<file path="src/rtl/pulse_stretcher_moore_pkg.sv">
// Shared definitions for the pulse stretcher: state encoding and counter sizing helper.
package pulse_stretcher_moore_pkg;

  localparam int STATE_W = 2;

  typedef enum logic [STATE_W-1:0] {
    IDLE = 2'b00,
    HIGH = 2'b01,
    GAP  = 2'b10
  } state_t;

  // Width of the gap counter; it only ever holds GAP_LEN-1, and never fewer than one bit.
  function automatic int gap_cnt_width(input int gap_len);
    int w;
    if (gap_len <= 2) begin
      w = 1;
    end else begin
      w = $clog2(gap_len);
    end
    return w;
  endfunction

endpackage

</file>
<file path="src/rtl/pulse_stretcher_moore_counter.sv">
// Loadable down-counter that saturates at zero and flags when it has reached zero.
module stretch_down_counter
  import pulse_stretcher_moore_pkg::*;
#(
  parameter int W = 8
) (
  input  logic         clk,
  input  logic         reset,
  input  logic         load,
  input  logic         dec,
  input  logic [W-1:0] load_val,
  output logic         zero
);

  logic [W-1:0] count_r;

  // Count register: load wins over decrement; decrement stops at zero.
  always_ff @(posedge clk or posedge reset) begin
    if (reset) begin
      count_r <= {W{1'b0}};
    end else if (load) begin
      count_r <= load_val;
    end else if (dec && (count_r != {W{1'b0}})) begin
      count_r <= count_r - W'(1);
    end else begin
      count_r <= count_r;
    end
  end

  assign zero = (count_r == {W{1'b0}});

endmodule

</file>
<file path="src/rtl/pulse_stretcher_moore.sv">
// Moore pulse stretcher: IDLE -> HIGH (hold_len cycles) -> GAP (GAP_LEN cycles) -> IDLE.
// Define PULSE_STRETCHER_RETRIGGER_EN to let a tick during HIGH reload the hold counter.
module pulse_stretcher_moore
  import pulse_stretcher_moore_pkg::*;
#(
  parameter int CNT_W   = 8,
  parameter int GAP_LEN = 2
) (
  input  logic             clk,
  input  logic             reset,
  input  logic             tick,
  input  logic [CNT_W-1:0] hold_len,
  output logic             level,
  output logic             busy,
  output logic             done
);

  localparam int GAP_W = gap_cnt_width(GAP_LEN);
  localparam logic [GAP_W-1:0] GAP_LOAD = (GAP_LEN > 0) ? GAP_W'(GAP_LEN - 1) : {GAP_W{1'b0}};
  localparam logic GAP_EN = (GAP_LEN > 0) ? 1'b1 : 1'b0;

  state_t state_r;
  state_t next_state_s;
  logic   hold_load_s;
  logic   hold_dec_s;
  logic   hold_zero_s;
  logic   gap_load_s;
  logic   gap_dec_s;
  logic   gap_zero_s;
  logic   done_r;

  // A zero length still yields one high cycle, so the counter holds max(len,1)-1.
  function automatic logic [CNT_W-1:0] hold_load_val(input logic [CNT_W-1:0] len);
    logic [CNT_W-1:0] v;
    if (len == {CNT_W{1'b0}}) begin
      v = {CNT_W{1'b0}};
    end else begin
      v = len - CNT_W'(1);
    end
    return v;
  endfunction

  stretch_down_counter #(.W(CNT_W)) u_hold_cnt (
    .clk      (clk),
    .reset    (reset),
    .load     (hold_load_s),
    .dec      (hold_dec_s),
    .load_val (hold_load_val(hold_len)),
    .zero     (hold_zero_s)
  );

  stretch_down_counter #(.W(GAP_W)) u_gap_cnt (
    .clk      (clk),
    .reset    (reset),
    .load     (gap_load_s),
    .dec      (gap_dec_s),
    .load_val (GAP_LOAD),
    .zero     (gap_zero_s)
  );

  // State register.
  always_ff @(posedge clk or posedge reset) begin
    if (reset) begin
      state_r <= IDLE;
    end else begin
      state_r <= next_state_s;
    end
  end

  // Next-state and counter control.
  always_comb begin
    next_state_s = state_r;
    hold_load_s  = 1'b0;
    hold_dec_s   = 1'b0;
    gap_load_s   = 1'b0;
    gap_dec_s    = 1'b0;
    case (state_r)
      IDLE: begin
        if (tick) begin
          next_state_s = HIGH;
          hold_load_s  = 1'b1;
        end else begin
          next_state_s = IDLE;
        end
      end
      HIGH: begin
`ifdef PULSE_STRETCHER_RETRIGGER_EN
        if (tick) begin
          next_state_s = HIGH;
          hold_load_s  = 1'b1;
        end else if (!hold_zero_s) begin
`else
        if (!hold_zero_s) begin
`endif
          next_state_s = HIGH;
          hold_dec_s   = 1'b1;
        end else if (GAP_EN) begin
          next_state_s = GAP;
          gap_load_s   = 1'b1;
        end else begin
          next_state_s = IDLE;
        end
      end
      GAP: begin
        if (gap_zero_s) begin
          next_state_s = IDLE;
        end else begin
          next_state_s = GAP;
          gap_dec_s    = 1'b1;
        end
      end
      default: begin
        next_state_s = IDLE;
      end
    endcase
  end

  // done marks the first low cycle after HIGH; a reset mid-pulse never produces it.
  always_ff @(posedge clk or posedge reset) begin
    if (reset) begin
      done_r <= 1'b0;
    end else begin
      done_r <= (state_r == HIGH) && (next_state_s != HIGH);
    end
  end

  assign level = (state_r == HIGH);
  assign busy  = (state_r == HIGH) || (state_r == GAP);
  assign done  = done_r;

endmodule

</file>
<file path="config.mk">
export PLATFORM = sky130hd
export DESIGN_NAME = pulse_stretcher_moore
export DESIGN_NICKNAME = d
export VERILOG_FILES = /design/src/rtl/pulse_stretcher_moore_pkg.sv /design/src/rtl/pulse_stretcher_moore_counter.sv /design/src/rtl/pulse_stretcher_moore.sv
export SDC_FILE = /design/constraint.sdc
export NUM_CORES = 1
export LEC_CHECK = 0
export ABC_CLOCK_PERIOD_IN_PS = 3350
export CAP_MARGIN = 20
export CORE_MARGIN = 2
export CORE_UTILIZATION = 40
export CTS_CLUSTER_DIAMETER = 200
export CTS_CLUSTER_SIZE = 25
export DETAILED_ROUTE_END_ITERATION = 8
export DONT_BUFFER_PORTS = 1
export GPL_ROUTABILITY_DRIVEN = 1
export SETUP_SLACK_MARGIN = 0.2
export SLEW_MARGIN = 20
export SYNTH_ARGS = -nofsm -noshare
export SYNTH_HDL_FRONTEND = slang
export SYNTH_SLANG_ARGS = --single-unit
</file>
<file path="constraint.sdc">
create_clock -name clk -period 3.35 [get_ports clk]
set_clock_uncertainty 0.1 [all_clocks]
set_input_delay 0.5025 -clock clk [delete_from_list [all_inputs] [get_ports clk]]
set_output_delay 0.5025 -clock clk [all_outputs]
set_load 0.01 [all_outputs]
</file>
Yosys cells after proc, flatten, opt, wreduce, memory -nomap -nowiden
Cells that the tools add are included.

Flip-flop bits (word level): 12. Bits in latches: 0. Memory bits (writable): 0. Bits in read-only memories: 0. Bits of input ports: 11. Output and inout port bits: 3. Logic and storage cells: 37. Memories kept: 0.

Add/sub/neg operators: 3. Multipliers: 0. Div/mod/pow operators: 0. Order comparisons: 0. Equality and inequality tests: 3. Shifts and indexed selects: 0. Multiplexer cells: 17. Bitwise gates (word level): 0. Reductions and logical operators: 10.

Operator list (number): two-way mux 8 bit (3); logical NOT 8 bit (2); subtractor 8 x 1 -> 8 bit (second input constant) (2); two-way mux 1 bit (11); nonzero test 8 bit (1); one-hot mux 2 bit (3 select lines) (1); two-way mux 2 bit (2); nonzero test 2 bit (2); logical AND 1 bit (3); == test 2 x 1 -> 1 bit (second input constant) (1); == test 2 bit (second input constant) (1); logical NOT 2 bit (1); != test 2 x 1 -> 1 bit (second input constant) (1); logical OR 1 bit (1); subtractor 1 bit (second input constant) (1).

Longest topological paths before layout
Word-level depth: 6. Mapped depth: 7. Depth with buffers taken out: 6.

Cells and area by module
A second synthesis with hierarchy kept.

Cell total of the unflattened synthesis: 107. Area, all modules: 943.4 µm².

Modules (own cells, without submodules): stretch_down_counter (u_hold_cnt) (times used 1, cells each 53, area an instance 495.5 µm², seq. area each 200.2 µm²); pulse_stretcher_moore (times used 1, cells each 49, area an instance 399.1 µm², seq. area each 75.1 µm²); stretch_down_counter (u_gap_cnt) (times used 1, cells each 5, area an instance 48.8 µm², seq. area each 25.0 µm²).

Worst setup path before layout
OpenSTA, ideal clock, no wires.

Path type: register -> register. From: register state_r[1]. To: register u_hold_cnt.count_r[5]. Library setup time: 145 ps. Arrival time: 1675 ps. Data required time: 3105 ps. Setup slack: 1430 ps. Cell stages (with the launch flop): 7. Path buffers: 1. Period minus slack after synthesis: 1920 ps. Path through: dfrtp_1 inv_1 ha_1 buf_6 or4b_4 o311ai_0 o211ai_1.

Longest elaborated chain between the ends: 4. Elaborated cells between the ends (all ways): 7. Classes of those cells: 1 x eq/ne; 3 x mux; 3 x reduce/logical.

Ends and longest elaborated chain: from (decl) (line pulse_stretcher_moore.sv:22) `state_t state_r;`; from (signal assigned) (line pulse_stretcher_moore.sv:66) `state_r <= next_state_s;`; == test 2 x 1 -> 1 bit; via level (line pulse_stretcher_moore.sv:13) `output logic level,`; two-way mux 1 bit (line pulse_stretcher_moore.sv:77) `case (state_r)`; logical AND 1 bit (line pulse_stretcher_moore_counter.sv:23) `end else if (dec && (count_r != {W{1'b0}})) begin`; nonzero test 2 bit (no source line); to (signal assigned) (line pulse_stretcher_moore_counter.sv:22) `count_r <= load_val;`; to (signal assigned) (line pulse_stretcher_moore_counter.sv:24) `count_r <= count_r - W'(1);`; to (signal assigned) (line pulse_stretcher_moore_counter.sv:26) `count_r <= count_r;`; to (decl) (line pulse_stretcher_moore_counter.sv:15) `logic [W-1:0] count_r;`.

The timed path passes the listed nets, and every way through them passes these cells. A chain may end at the register's enable or synchronous reset.

Worst setup path in the final report
Ends and elaborated chain as after synthesis.

==> impl_metrics.tcl <==
set metrics [dict create \
    status "completed" \
    crit_chain "inv_1, ha_1, or4b_4, o311ai_0, o211ai_1" \
    synth.distinct_cells 34 \
    wl_met2_um 850 \
    finalWirelength_um 1810 \
    crit_fanout 11 \
    cts_sinks 12 \
    cts_tree "built" \
    worst_skew_pair.late_latency_ns 0.29 \
    cap_viol_max_count 0 \
    synthMuxAreaShare_pct 1.26 \
    yosys.area_share.adder_pct 11.2 \
    yosys.area.top_type "dfrtp_1" \
    synthArstFlopShare_pct 100 \
    tns_ns 0 \
    cts-root-buf "clkbuf_4" \
    period_needed_ns 2.11 \
    r2r_start "state_r[1]" \
    dp_slack_ns 1.24 \
    fin_area_um2 951 \
    peakVddDrop_mv 0.287 \
    p_per_area_nw_per_um2 795 \
    coreArea_um2 2170 \
    p_leak_nw 0.376 \
    grt_antenna_before_repair 0 \
    fin_nets 115 \
    route.detailed.drc 0 \
    fin_total_pwr_mw 0.756 \
    crit_path_start_kind "flip-flop" \
    grt_remaining_overflow 0 \
    place_congestion 0.918 \
    dp.cells 119 \
    die_area_um2 2630 \
    cp.arrival_ns 2.17 \
    slew_violations 0 \
    fmax_ghz 0.473 \
    cpLargestDelayFamily "simple AND/OR/NAND/NOR gates" \
    yosysWarnings 0 \
    worst_r2r_path_depth 5 \
    seq_area_frac_synth_pct 33.5 \
    viasPerCell 5.73 \
    setup_violations 0 \
    yosys.area_share.simple_pct 22.3 \
    synth_ff_type "dfrtp_1" \
    cp-end-kind "flip-flop" \
    critPathRequiredTime_ns 3.41 \
    die_w_um 51.3 \
    syn_area_um2 896 \
    synth-seq-cells 12 \
    criticalPathCategory "reg -> reg" \
    antenna-diode-count 0 \
    synth_top_area_share_pct 33.5 \
    period_share_pct 63.1 \
    syn_nets 112 \
    fp-row-count 17 \
    numCtsBuffers 3 \
    start_util_pct 41.3 \
    drtIter0Drc 16 \
    finalHoldViolCount 0 \
    route.top_layer_used "met4" \
    ctsHoldBuffers 0 \
    hold-worst-slack_ns 0.00205 \
    cts-htree-levels 1 \
    syn_to_final_growth_pct 6.15 \
    cts_resized 0 \
    portBuffers 0 \
    yosys-top-cells-count "12 x dfrtp_1, 10 x inv_1, 9 x a21oi_1" \
    netlist_instances 93 \
    utilization_pct 43.8 \
    wl_per_cell_um 14.7 \
    regArea_um2 300 \
    first_global_vias 751 \
    wl_met3_um 71 \
    io_pins 14 \
    worstHoldPathType "in -> async" \
    rsz0062_at_grt "no" \
    placed_cell_area_um2 915 \
    cts_setup_buffers 0 \
    final.setup.worst_slack_ns 1.24 \
    drt_first_pass_iters 4 \
    hpwl_um 1410 \
    syn_area_per_cell_um2 9.63 \
    grt_max_degree 13 \
    grt_usage_pct 16.5 \
    tightestPinTransition_ns 0.531 \
    vias 705 \
    synth_compound_area_share_pct 19.8 \
    cts.path.max_buffers 2 \
    multi_input_area_um2 542 \
    nFillCells 231 \
    path_clk_slew_ns 0.08 \
    die_h_um 51.3 \
    r2r_slack_ns 1.24 \
    drt.antenna.violating_nets 0 \
    grt_pass1_wl_um 3130 \
    synth_top_family_by_area "simple AND/OR/NAND/NOR gates" \
    synth_xor_xnor_area_share_pct 5.87 \
    synth_most_common_cell "dfrtp_1" \
    cp_slowest_cell "or4b_4" \
    path_buf_inv 1 \
    max_stage_delay_ns 0.54 \
    slew_headroom_pct 64.3 \
    finalNonFillerCells 123 \
    synthTopCellsByArea "dfrtp_1 34%, ha_1 11%, a21oi_1 5.0%" \
    worst_r2r_endpoint "u_hold_cnt.count_r[5]" \
    synth_edf_count 0 \
    drive_gt1_share_pct 14.7 \
    drt-met1-wl_um 848 \
]
-- report_power, final --
group	internal (mW)	leakage [nW]	total, mW	switching, mW
registers	0.209	0.145	0.291	0.0819
logic	0.163	0.210	0.343	0.179
clock network	0.0662	0.0210	0.122	0.0555
-- layout by cell type (no fill, tap or decap) --
cell type	instances
dfrtp_1	12
inv_1	10
a21oi_1	9
ha_1	8
nand2_1	5
xnor2_1	5
nor2_1	4
o22ai_1	4
a31oi_1	3
a211oi_1	3
nor3_1	3
clkbuf_4	3
nor4_4	2
nand3_1	2
nor4b_1	2
a21oi_2	2
and2_1	1
nor4_1	1
nor3b_2	1
a41o_2	1
nand2_2	1
a2bb2oi_1	1
mux2_2	1
nand3b_1	1
a21boi_0	1
or4b_4	1
xor2_1	1
nor4b_2	1
o21ai_0	1
nor3b_1	1
nand4_1	1
o311ai_0	1
o211ai_1	1
clkbuf_8	1
-- how the worst max path moves through the flow --
| stage | depth (start not counted) | from | slack, ns | endpoint |
|---|---|---|---|---|
| finish | 5 | state_r[1] | 1.24 | u_hold_cnt.count_r[5] |
| detailed placement | 5 | state_r[1] | 1.24 | u_hold_cnt.count_r[5] |
| global route | 6 | state_r[1] | 1.09 | u_hold_cnt.count_r[7] |
| global placement | 6 | u_hold_cnt.count_r[0] | 1.29 | u_hold_cnt.count_r[1] |
| floorplan | 6 | state_r[1] | 1.43 | u_hold_cnt.count_r[5] |
| CTS | 5 | state_r[1] | 1.24 | u_hold_cnt.count_r[5] |
-- flip-flops by register name, summed over array words and instances (netlist names) --
name and count:
u_hold_cnt.count_r 8, u_gap_cnt.count_r 1, state_r 2, done 1
-- kinds of logic (layout without fill, tap and decap cells) --
family / after synthesis / count (layout)
AOI/OAI and AO/OA: 27 / 27
xor gates and xnor gates: 6 / 6
adders and majority gates: 8 / 8
buffers and inverters: 12 / 14
DFF: 12 / 12
muxes: 1 / 1
and+or+nand+nor: 27 / 27
-- layout make-up --
cell class	count	area share, %
Tap cell	28	3.68
Multi-Input combinational cell	69	57.0
Clock buffer	4	3.82
Inverter	10	3.95
Sequential cell	12	31.6
-- per-layer routing --
layer / global-route usage, % / up-vias
met4: 11.8 / 0
li1: - / 346
met5: 0 / -
met3: 2.05 / 4
met1: 18.7 / 336
met2: 28.4 / 19
-- worst reg2reg max path: stages (launching register included) --
cell and delay, ns:
dfrtp_1 0.40, inv_1 0.08, ha_1 0.42, or4b_4 0.55, o311ai_0 0.30, o211ai_1 0.13
(Power assumes the default switching activity.)
